[src/rtl/cfg_chain_pkg.sv]
// cfg_chain_pkg
// Shared types and constants for the configuration scan-chain bank:
//   - session_state_t : shift-session state (IDLE, SHIFT, FULL, OVER)
//   - cnt_width()     : width of a counter able to hold 0..width
//   - CFG_DEFAULT_WIDTH / CFG_RST_BIT : default chain length and reset bit
package cfg_chain_pkg;

    typedef enum logic [1:0] {
        IDLE  = 2'd0,
        SHIFT = 2'd1,
        FULL  = 2'd2,
        OVER  = 2'd3
    } session_state_t;

    localparam int unsigned CFG_DEFAULT_WIDTH = 8;

    // Every chain bit resets to this value unless RESET_VAL overrides it.
    localparam logic CFG_RST_BIT = 1'b0;

    // Bits needed to count shifts from 0 up to and including width.
    function automatic int unsigned cnt_width(input int unsigned width);
        return $clog2(width + 1);
    endfunction

endpackage

[src/rtl/cfg_chain_session_fsm.sv]
// cfg_chain_session_fsm
// Tracks one shift session of the configuration chain: detects the rising
// edge of SE, counts shift edges and flags an exact or excessive shift count.
// Ports:
//   CK        in   clock, rising edge
//   RSTN      in   asynchronous active-low reset
//   SE        in   scan/shift enable
//   LOADED    out  exactly WIDTH shifts seen in the current session
//   OVERSHIFT out  more than WIDTH shifts seen in the current session (sticky)
module cfg_chain_session_fsm
    import cfg_chain_pkg::*;
#(
    parameter int unsigned WIDTH = CFG_DEFAULT_WIDTH
) (
    input  logic CK,
    input  logic RSTN,
    input  logic SE,
    output logic LOADED,
    output logic OVERSHIFT
);

    localparam int unsigned CNT_W = cnt_width(WIDTH);
    localparam logic [CNT_W-1:0] CNT_MAX = CNT_W'(WIDTH);
    localparam logic [CNT_W-1:0] CNT_ONE = CNT_W'(1);

    session_state_t   state;
    session_state_t   state_nxt;
    logic [CNT_W-1:0] cnt;
    logic [CNT_W-1:0] cnt_nxt;
    logic [CNT_W-1:0] cnt_inc;
    logic             se_q;
    logic             start;

    assign start   = SE & ~se_q;
    assign cnt_inc = cnt + CNT_ONE;

    always_ff @(posedge CK or negedge RSTN) begin
        if (!RSTN) begin
            se_q  <= 1'b0;
            state <= IDLE;
            cnt   <= '0;
        end else begin
            se_q  <= SE;
            state <= state_nxt;
            cnt   <= cnt_nxt;
        end
    end

    always_comb begin
        state_nxt = state;
        cnt_nxt   = cnt;
        if (start) begin
            // First shift edge of a new session; WIDTH >= 2 so never FULL here.
            cnt_nxt   = CNT_ONE;
            state_nxt = SHIFT;
        end else if (SE) begin
            case (state)
                SHIFT: begin
                    cnt_nxt = cnt_inc;
                    if (cnt_inc == CNT_MAX) begin
                        state_nxt = FULL;
                    end
                end
                FULL: begin
                    state_nxt = OVER;
                    cnt_nxt   = CNT_MAX;
                end
                OVER: begin
                    cnt_nxt = CNT_MAX;
                end
                default: begin
                    // IDLE with SE already high: no session in progress.
                end
            endcase
        end else if (state == SHIFT) begin
            // Partial session ends; count is kept but never reports LOADED.
            state_nxt = IDLE;
        end
    end

    assign LOADED    = (state == FULL);
    assign OVERSHIFT = (state == OVER);

endmodule

[src/rtl/cfg_scan_chain_bank.sv]
// cfg_scan_chain_bank
// Bank of WIDTH scan-capable configuration flops. Data shifts in on SI
// (entering bit 0) or is captured in parallel from D; the contents are
// released to the fabric only once a complete shift session has been seen
// and CFGE is high.
// Ports:
//   CK        in   clock, rising edge
//   RSTN      in   asynchronous active-low reset
//   SE        in   shift enable (has priority over LOAD)
//   SI        in   scan input
//   SO        out  scan output, Q[WIDTH-1]
//   LOAD      in   parallel capture enable
//   D         in   parallel data
//   CFGE      in   configure enable
//   Q         out  raw register contents
//   CFGQ      out  released data (zero when not released)
//   CFGQN     out  released inverted data (all ones when not released)
//   LOADED    out  exactly WIDTH shifts completed in the current session
//   OVERSHIFT out  sticky: more than WIDTH shifts in the current session
module cfg_scan_chain_bank
    import cfg_chain_pkg::*;
#(
    parameter int unsigned      WIDTH     = CFG_DEFAULT_WIDTH,
    parameter logic [WIDTH-1:0] RESET_VAL = {WIDTH{CFG_RST_BIT}}
) (
    input  logic             CK,
    input  logic             RSTN,
    input  logic             SE,
    input  logic             SI,
    output logic             SO,
    input  logic             LOAD,
    input  logic [WIDTH-1:0] D,
    input  logic             CFGE,
    output logic [WIDTH-1:0] Q,
    output logic [WIDTH-1:0] CFGQ,
    output logic [WIDTH-1:0] CFGQN,
    output logic             LOADED,
    output logic             OVERSHIFT
);

    if (WIDTH < 2) begin : g_width_check
        $error("cfg_scan_chain_bank: WIDTH must be >= 2");
    end

    logic [WIDTH-1:0] chain;
    logic             rel;

    always_ff @(posedge CK or negedge RSTN) begin
        if (!RSTN) begin
            chain <= RESET_VAL;
        end else if (SE) begin
            chain <= {chain[WIDTH-2:0], SI};
        end else if (LOAD) begin
            chain <= D;
        end
    end

    cfg_chain_session_fsm #(
        .WIDTH (WIDTH)
    ) u_session (
        .CK        (CK),
        .RSTN      (RSTN),
        .SE        (SE),
        .LOADED    (LOADED),
        .OVERSHIFT (OVERSHIFT)
    );

    // CFGE is deliberately unregistered; LOADED comes from the state register.
    assign rel   = CFGE & LOADED;
    assign Q     = chain;
    assign SO    = chain[WIDTH-1];
    assign CFGQ  = rel ? chain  : '0;
    assign CFGQN = rel ? ~chain : '1;

endmodule

[config.mk]
export PLATFORM = sky130hd
export DESIGN_NAME = cfg_scan_chain_bank
export DESIGN_NICKNAME = d
export VERILOG_FILES = /design/src/rtl/cfg_chain_pkg.sv /design/src/rtl/cfg_chain_session_fsm.sv /design/src/rtl/cfg_scan_chain_bank.sv
export SDC_FILE = /design/constraint.sdc
export NUM_CORES = 1
export LEC_CHECK = 0
export CAP_MARGIN = 20
export CORE_MARGIN = 3
export CORE_UTILIZATION = 38
export DETAILED_ROUTE_END_ITERATION = 7
export PLACE_DENSITY = 0.81
export SLEW_MARGIN = 20
export SYNTH_ARGS = -nofsm -noshare
export SYNTH_HDL_FRONTEND = slang
export SYNTH_SLANG_ARGS = --single-unit
[constraint.sdc]
create_clock -name CK -period 1.6 [get_ports CK]
set_clock_uncertainty 0.1 [all_clocks]
set_input_delay 0.48 -clock CK [delete_from_list [all_inputs] [get_ports CK]]
set_output_delay 0.48 -clock CK [all_outputs]
set_load 0.005 [all_outputs]
* Word-level counts from Yosys, hierarchy flattened *
Index checks and enable logic that the tools add are counted.

word-level totals
  register bits after elaboration = 15
  bits in latches = 0
  RAM bits = 0
  bits in read-only memories = 0
  logic and storage cells = 34
  memories = 0

operators by class
  add/subtract/negate cells = 1
  $mul = 0
  div/mod/pow operators = 0
  order comparisons = 0
  eq/ne operators = 5
  shifts and indexed selects = 0
  multiplexer cells = 12
  bitwise logic cells = 4
  reductions and logical operators = 8

operators with widths
  cell                                                    number
  2-to-1 mux 8 bit                                        4
  nonzero test 3 bit                                      3
  2-to-1 mux 2 bit                                        4
  2-to-1 mux 4 bit                                        2
  inverter 8 bit                                          1
  case mux 4 bit (2 select lines)                         1
  adder 4 x 1 -> 4 bit (second input constant)            1
  equality test 2 bit (second input constant)             2
  equality test 4 bit (second input constant)             1
  inequality test 4 x 2 -> 1 bit (second input constant)  1
  case mux 2 bit (2 select lines)                         1
  nonzero test 2 bit                                      2
  AND reduction 3 bit                                     1
  AND 1 bit                                               2
  equality test 2 x 1 -> 1 bit (second input constant)    1
  AND reduction 2 bit                                     1
  OR reduction 2 bit                                      1
  inverter 1 bit                                          1

* Longest topological paths before layout *
Gate-level depths: netlist (run 1).

  word-level depth = 6
  mapped depth = 6

* By module *
Synthesis (run 1) repeated with hierarchy kept, for this count alone.

second synthesis, totals
  cell total of the unflattened synthesis = 93
  area, all modules = 859.6 µm²

by module, submodules not included
  module                 instances  cells each  area each (µm²)  seq. area each (µm²)
  cfg_scan_chain_bank    1          51          460.4            200.2
  cfg_chain_session_fsm  1          42          399.1            175.2

* Worst setup path after synthesis (run 1) *
Ideal clock, no wire load.

  path type = flip-flop to output port
  from = register u_session.state[0]
  to = output CFGQN[0]
  data arrival time = 1,193 ps
  data required time = 1,020 ps
  path slack = -173 ps
  stages on the path, launching flop included = 6
  path buffers = 1
  path through = dfrtp_1 inv_1 ha_1 buf_2 and3_1 inv_1

on the way
  word-level cells in the longest chain between the ends = 3

RTL lines
  element                 line                         RTL
  start, declared         cfg_chain_session_fsm.sv:26  session_state_t state;
  start signal, assigned  cfg_chain_session_fsm.sv:44  state <= state_nxt;
  equality test 2 bit     cfg_chain_session_fsm.sv:81  assign LOADED = (state == FULL);
  named net LOADED        cfg_scan_chain_bank.sv:37    output logic LOADED,
  AND 1 bit               cfg_scan_chain_bank.sv:69    assign rel = CFGE & LOADED;
  2-to-1 mux 8 bit        cfg_scan_chain_bank.sv:73    assign CFGQN = rel ? ~chain : '1;
  end, declared           cfg_scan_chain_bank.sv:36    output logic [WIDTH-1:0] CFGQN,

The timed path passes the listed nets, and every way through them passes these cells.

* Worst setup path after layout (run 1) *
  from = register u_session.state[0]
  to = output CFGQN[2]

on the way
  word-level cells in the longest chain between the ends = 3

RTL lines
  element              line
  equality test 2 bit  cfg_chain_session_fsm.sv:81
  AND 1 bit            cfg_scan_chain_bank.sv:69
  2-to-1 mux 8 bit     cfg_scan_chain_bank.sv:73

No other way between the ends.

==> results by stage, run 1 <==
Clocking:
- The post-CTS clock slew at the launch and capture registers of the worst setup and hold paths is 0.10 ns.
- The clock sink count is 15.
- In this run the clock root is driven by a sky130_fd_sc_hd__clkbuf_4.
- The clock buffer count from CTS is 3.
- In this run the deepest clock path goes through 2 buffers.
- The H-tree depth is 1.
- TritonCTS built the clock tree.
- After clock tree synthesis, the flow added hold-fix buffers numbering 0.
- The later pin in the worst-skew pair is clocked with a latency of 0.29 ns.

Final layout:
- The combined area of the multi-input logic cells is 658 µm².
- The layout-stage area growth over the synthesis result is 78.3%.
- Leaving out fill and tap cells, the most frequent cell in the layout is sky130_fd_sc_hd__buf_4.
- Excluding fillers, the count of instances in the completed layout stands at 199.
- The final net count is 191.
- Counting the fill cells in the layout gives 163.
- In the final layout, flip-flops and latches occupy 375 µm².
- The number of diodes added for antenna fixing is 0.
- The fraction of final layout cells sized beyond drive strength 1 is 55.0%.
- In the layout the commonest cells are sky130_fd_sc_hd__buf_4, sky130_fd_sc_hd__buf_6, sky130_fd_sc_hd__dfrtp_1.
- The final standard cell area without fillers is 0.00174 mm².

Floorplan:
- In this run the count of I/O pins placed on the die edge is 41.
- The die outline area is 0.00322 mm².
- The number of rows in the core area is 17.
- The effective utilization at floorplan is 42.2%.
- In this run the horizontal extent of the chip is 56.7 µm.
- The die is 56.7 µm tall.
- The area of the core is 0.00232 mm².

Route:
- Once detail routing completed, the nets flagged for antenna violations numbered 0.
- The detailed router finished its first iteration with 14 violations.
- After detailed routing, the total wire length is 3090 µm.
- Across all layers, the routed design uses 1062 vias.
- The via density per instance is 5.34.
- For this run, design rule violations remaining after detail routing come to 0.
- The first-pass iteration count of the detailed router is 4.
- In the final routed layout, each cell accounts on average for 15.5 µm.

Critical path:
- STA puts the critical path data required time at 1.02 ns.
- In this run the worst path has a maximum fanout of 5.
- Grouping stages by cell kind, the critical path spends the most delay in flip-flops.
- The worst register-to-register path has a depth of 8.
- The type of the worst setup path is register to primary output.
- The number of buffers and inverters on the critical path is 4.
- STA classifies the critical path endpoint as a primary output.
- The critical path launch point type is a register.
- STA puts the critical path data arrival time at 1.36 ns.
- The master of the slowest instance on the critical path is sky130_fd_sc_hd__dfrtp_1.
- Walking the worst path, the cells encountered are inv_2, ha_4, buf_6, and3_4, inv_2, buf_6.
- The largest single stage delay on the critical path is 0.41 ns.
- Counting buffers and inverters, the worst setup path is 6 cells deep.

GRT:
- The combined global-route utilization of all metal layers is 19.8%.
- The peak-usage layer in the global routing report is met2.
- The maximum number of pins on one net before global-route repair is 21.
- The met1 track demand over resource in global routing is 24.6%.
- The via count of the first global-routing pass is 1086.
- The total global routing overflow is 0.
- For met3 alone, demand over resource in global routing was 3.91%.
- The number of antenna violations at the first check in global routing is 0.
- The met2 layer usage reported by global route is 35.0%.
- The first global-routing pass estimated 5070 µm of wire.

Outcome:
- The run finished, with violations left.
- The final reports fail on setup timing.

STA:
- The count of endpoints failing hold in the final timing report is 0.
- After layout, the worst setup slack is -0.338 ns.
- The measured slew at the worst slew-check pin is 0.296 ns.
- The total count of max-transition violations in the final report is 0.
- The worst-case headroom to the max-slew limit is 80.2%.
- The smallest clock period supported by the final layout is computed as 1.94 ns.
- Dividing the final minimum period by the clock period gives 121%.
- Based on the critical path, the design can be clocked at up to 516 MHz.
- The total of endpoints with negative setup slack in the final report is 24.
- Adding up every negative setup slack in the final design gives -5.73 ns.
- Setup repair after global routing could not meet its margin everywhere.

Yosys:
- In this run, synthesis produced a sequential element count of 15.
- The unique cell type count in the Yosys netlist is 33.
- The number of nets handed over by synthesis was 121.
- For this run, the register share of the synthesized area comes to 38.4%.
- The number of cells produced by synthesis is 102.
- Among all flip-flop cells after synthesis, the most frequent one is sky130_fd_sc_hd__dfrtp_1.
- In the post-synthesis netlist, the biggest area contributors are sky130_fd_sc_hd__dfrtp_1, sky130_fd_sc_hd__mux2i_1, sky130_fd_sc_hd__ha_1.
- The number of warnings reported in the yosys synthesis log is 0.
- The async set or reset register ratio after synthesis is 100%.
- The top cell type by area accounts for 38.4% of the synthesized area.
- The dominant cell type by area after synthesis is sky130_fd_sc_hd__dfrtp_1.
- After synthesis the cells add up to 978 µm².
- Averaged over all synthesized cells, the footprint is 9.59 µm².
- In this run, synthesis inferred 0 flip-flops with an integrated enable.

Power and ir drop:
- The completed layout was analyzed and its total power is 1930 µW.
- VDD sags by at most 0.000796 V.
- For this design the static power due to leakage is 0.000808 µW.
- The power per cell area is 1110 mW/mm².

Flow run:
- The number of max-capacitance violations reported is 0.

Min path:
- The min-delay analysis places its worst path in the category input port to async pin.

Place:
- After detailed placement, the design holds a cell count of 188.
- The port buffer count is 40.
- The total half-perimeter wirelength after legalization and detailed placement is 2230 µm.
- Summing all placed instances gives a cell area of 0.00162 mm².
- At the end of routability-driven placement, the weighted congestion stood at 0.782.
power by group:
group | internal [µW] | switching (µW)
registers | 465 | 111
logic | 635 | 498
clock network | 92.8 | 129
final cells by class:
| class | count | share of cell area [%] |
|---|---|---|
| clock inverter | 1 | 0.287 |
| inverter | 11 | 2.37 |
| tap | 28 | 2.01 |
| multi-input combinational | 70 | 37.7 |
| sequential | 15 | 21.5 |
| timing repair buffer | 71 | 34.8 |
| clock buffer | 3 | 1.29 |
metal layers:
| layer | up-vias | part of all wire, % |
|---|---|---|
| met5 | - | 0 |
| met4 | 0 | 0 |
| met3 | 0 | 7.4 |
| met2 | 40 | 48 |
| met1 | 515 | 44 |
| li1 | 507 | - |
logic make-up after synthesis:
logic type	count (synthesis)	synth area share [%]
AOI/OAI and AO/OA	26	20.0
adders and majority gates	5	6.39
buffers and inverters	17	8.06
DFF	15	38.4
muxes	8	8.18
and+or+nand+nor	31	19.1
Yosys cell counts, drive strengths merged (3+ instances only):
master and instances:
nand2 10, and3 9, ha 5, a22o 3, buf 5, mux2i 8
o21ai 9, a311oi 4, dfrtp 15, nand2b 3, inv 11
metrics by stage:
| step | utilization, % | setup slack, ns | hold WS, ns |
|---|---|---|---|
| floorplan | - | -0.00240 | 0.0844 |
| global placement | 69.9 | -0.803 | 0.380 |
| detailed placement | 69.9 | -0.829 | 0.390 |
| global route | 75.2 | -0.394 | 0.416 |
| finish | 75.2 | -0.338 | 0.398 |
| CTS | 72.7 | -0.328 | 0.399 |
state kept, by name (all words and copies together) (netlist names):
name and flops:
u_session.se_q 1, Q 8, u_session.cnt 4, u_session.state 2
worst reg2reg max path: cells and delay by family, from the launching register on:
| kind | cells | cell delay [ns] |
|---|---|---|
| and+or+nand+nor | 1 | 0.19 |
| buffers and inverters | 4 | 0.45 |
| DFF | 1 | 0.39 |
| AOI/OAI and AO/OA | 2 | 0.34 |
| adders and majority gates | 1 | 0.16 |
repair_timing:
item                       CTS  global route
pin swaps                    7             5
gates cloned                 0             0
setup buffers                9             1
setup endpoints to repair   33            31
resized for setup          123            21
path summary, 6_finish.rpt:
| check | startpoint | endpoint | slack (ns) |
|---|---|---|---|
| max | u_session.state[0]$_DFFE_PN0P_ | CFGQN[2] | -0.34 |
| min | RSTN | Q[2]$_DFFE_PN0P_ | 0.40 |
| max reg2reg | u_session.state[0]$_DFFE_PN0P_ | u_session.state[0]$_DFFE_PN0P_ | -0.16 |
| min reg2reg | u_session.cnt[3]$_DFFE_PN0P_ | u_session.cnt[3]$_DFFE_PN0P_ | 0.43 |
| max in group asynchronous | RSTN | u_session.cnt[2]$_DFFE_PN0P_ | 0.81 |
| min in group CK | u_session.cnt[3]$_DFFE_PN0P_ | u_session.cnt[3]$_DFFE_PN0P_ | 0.43 |
(Power assumes the default switching activity.)
==> run 2, diff against run 1 <==
SKIP_LAST_GASP = 1   (was unset)
==> results of run 2 <==
No change in the layout: final DEF, timing and power equal those of run 1.
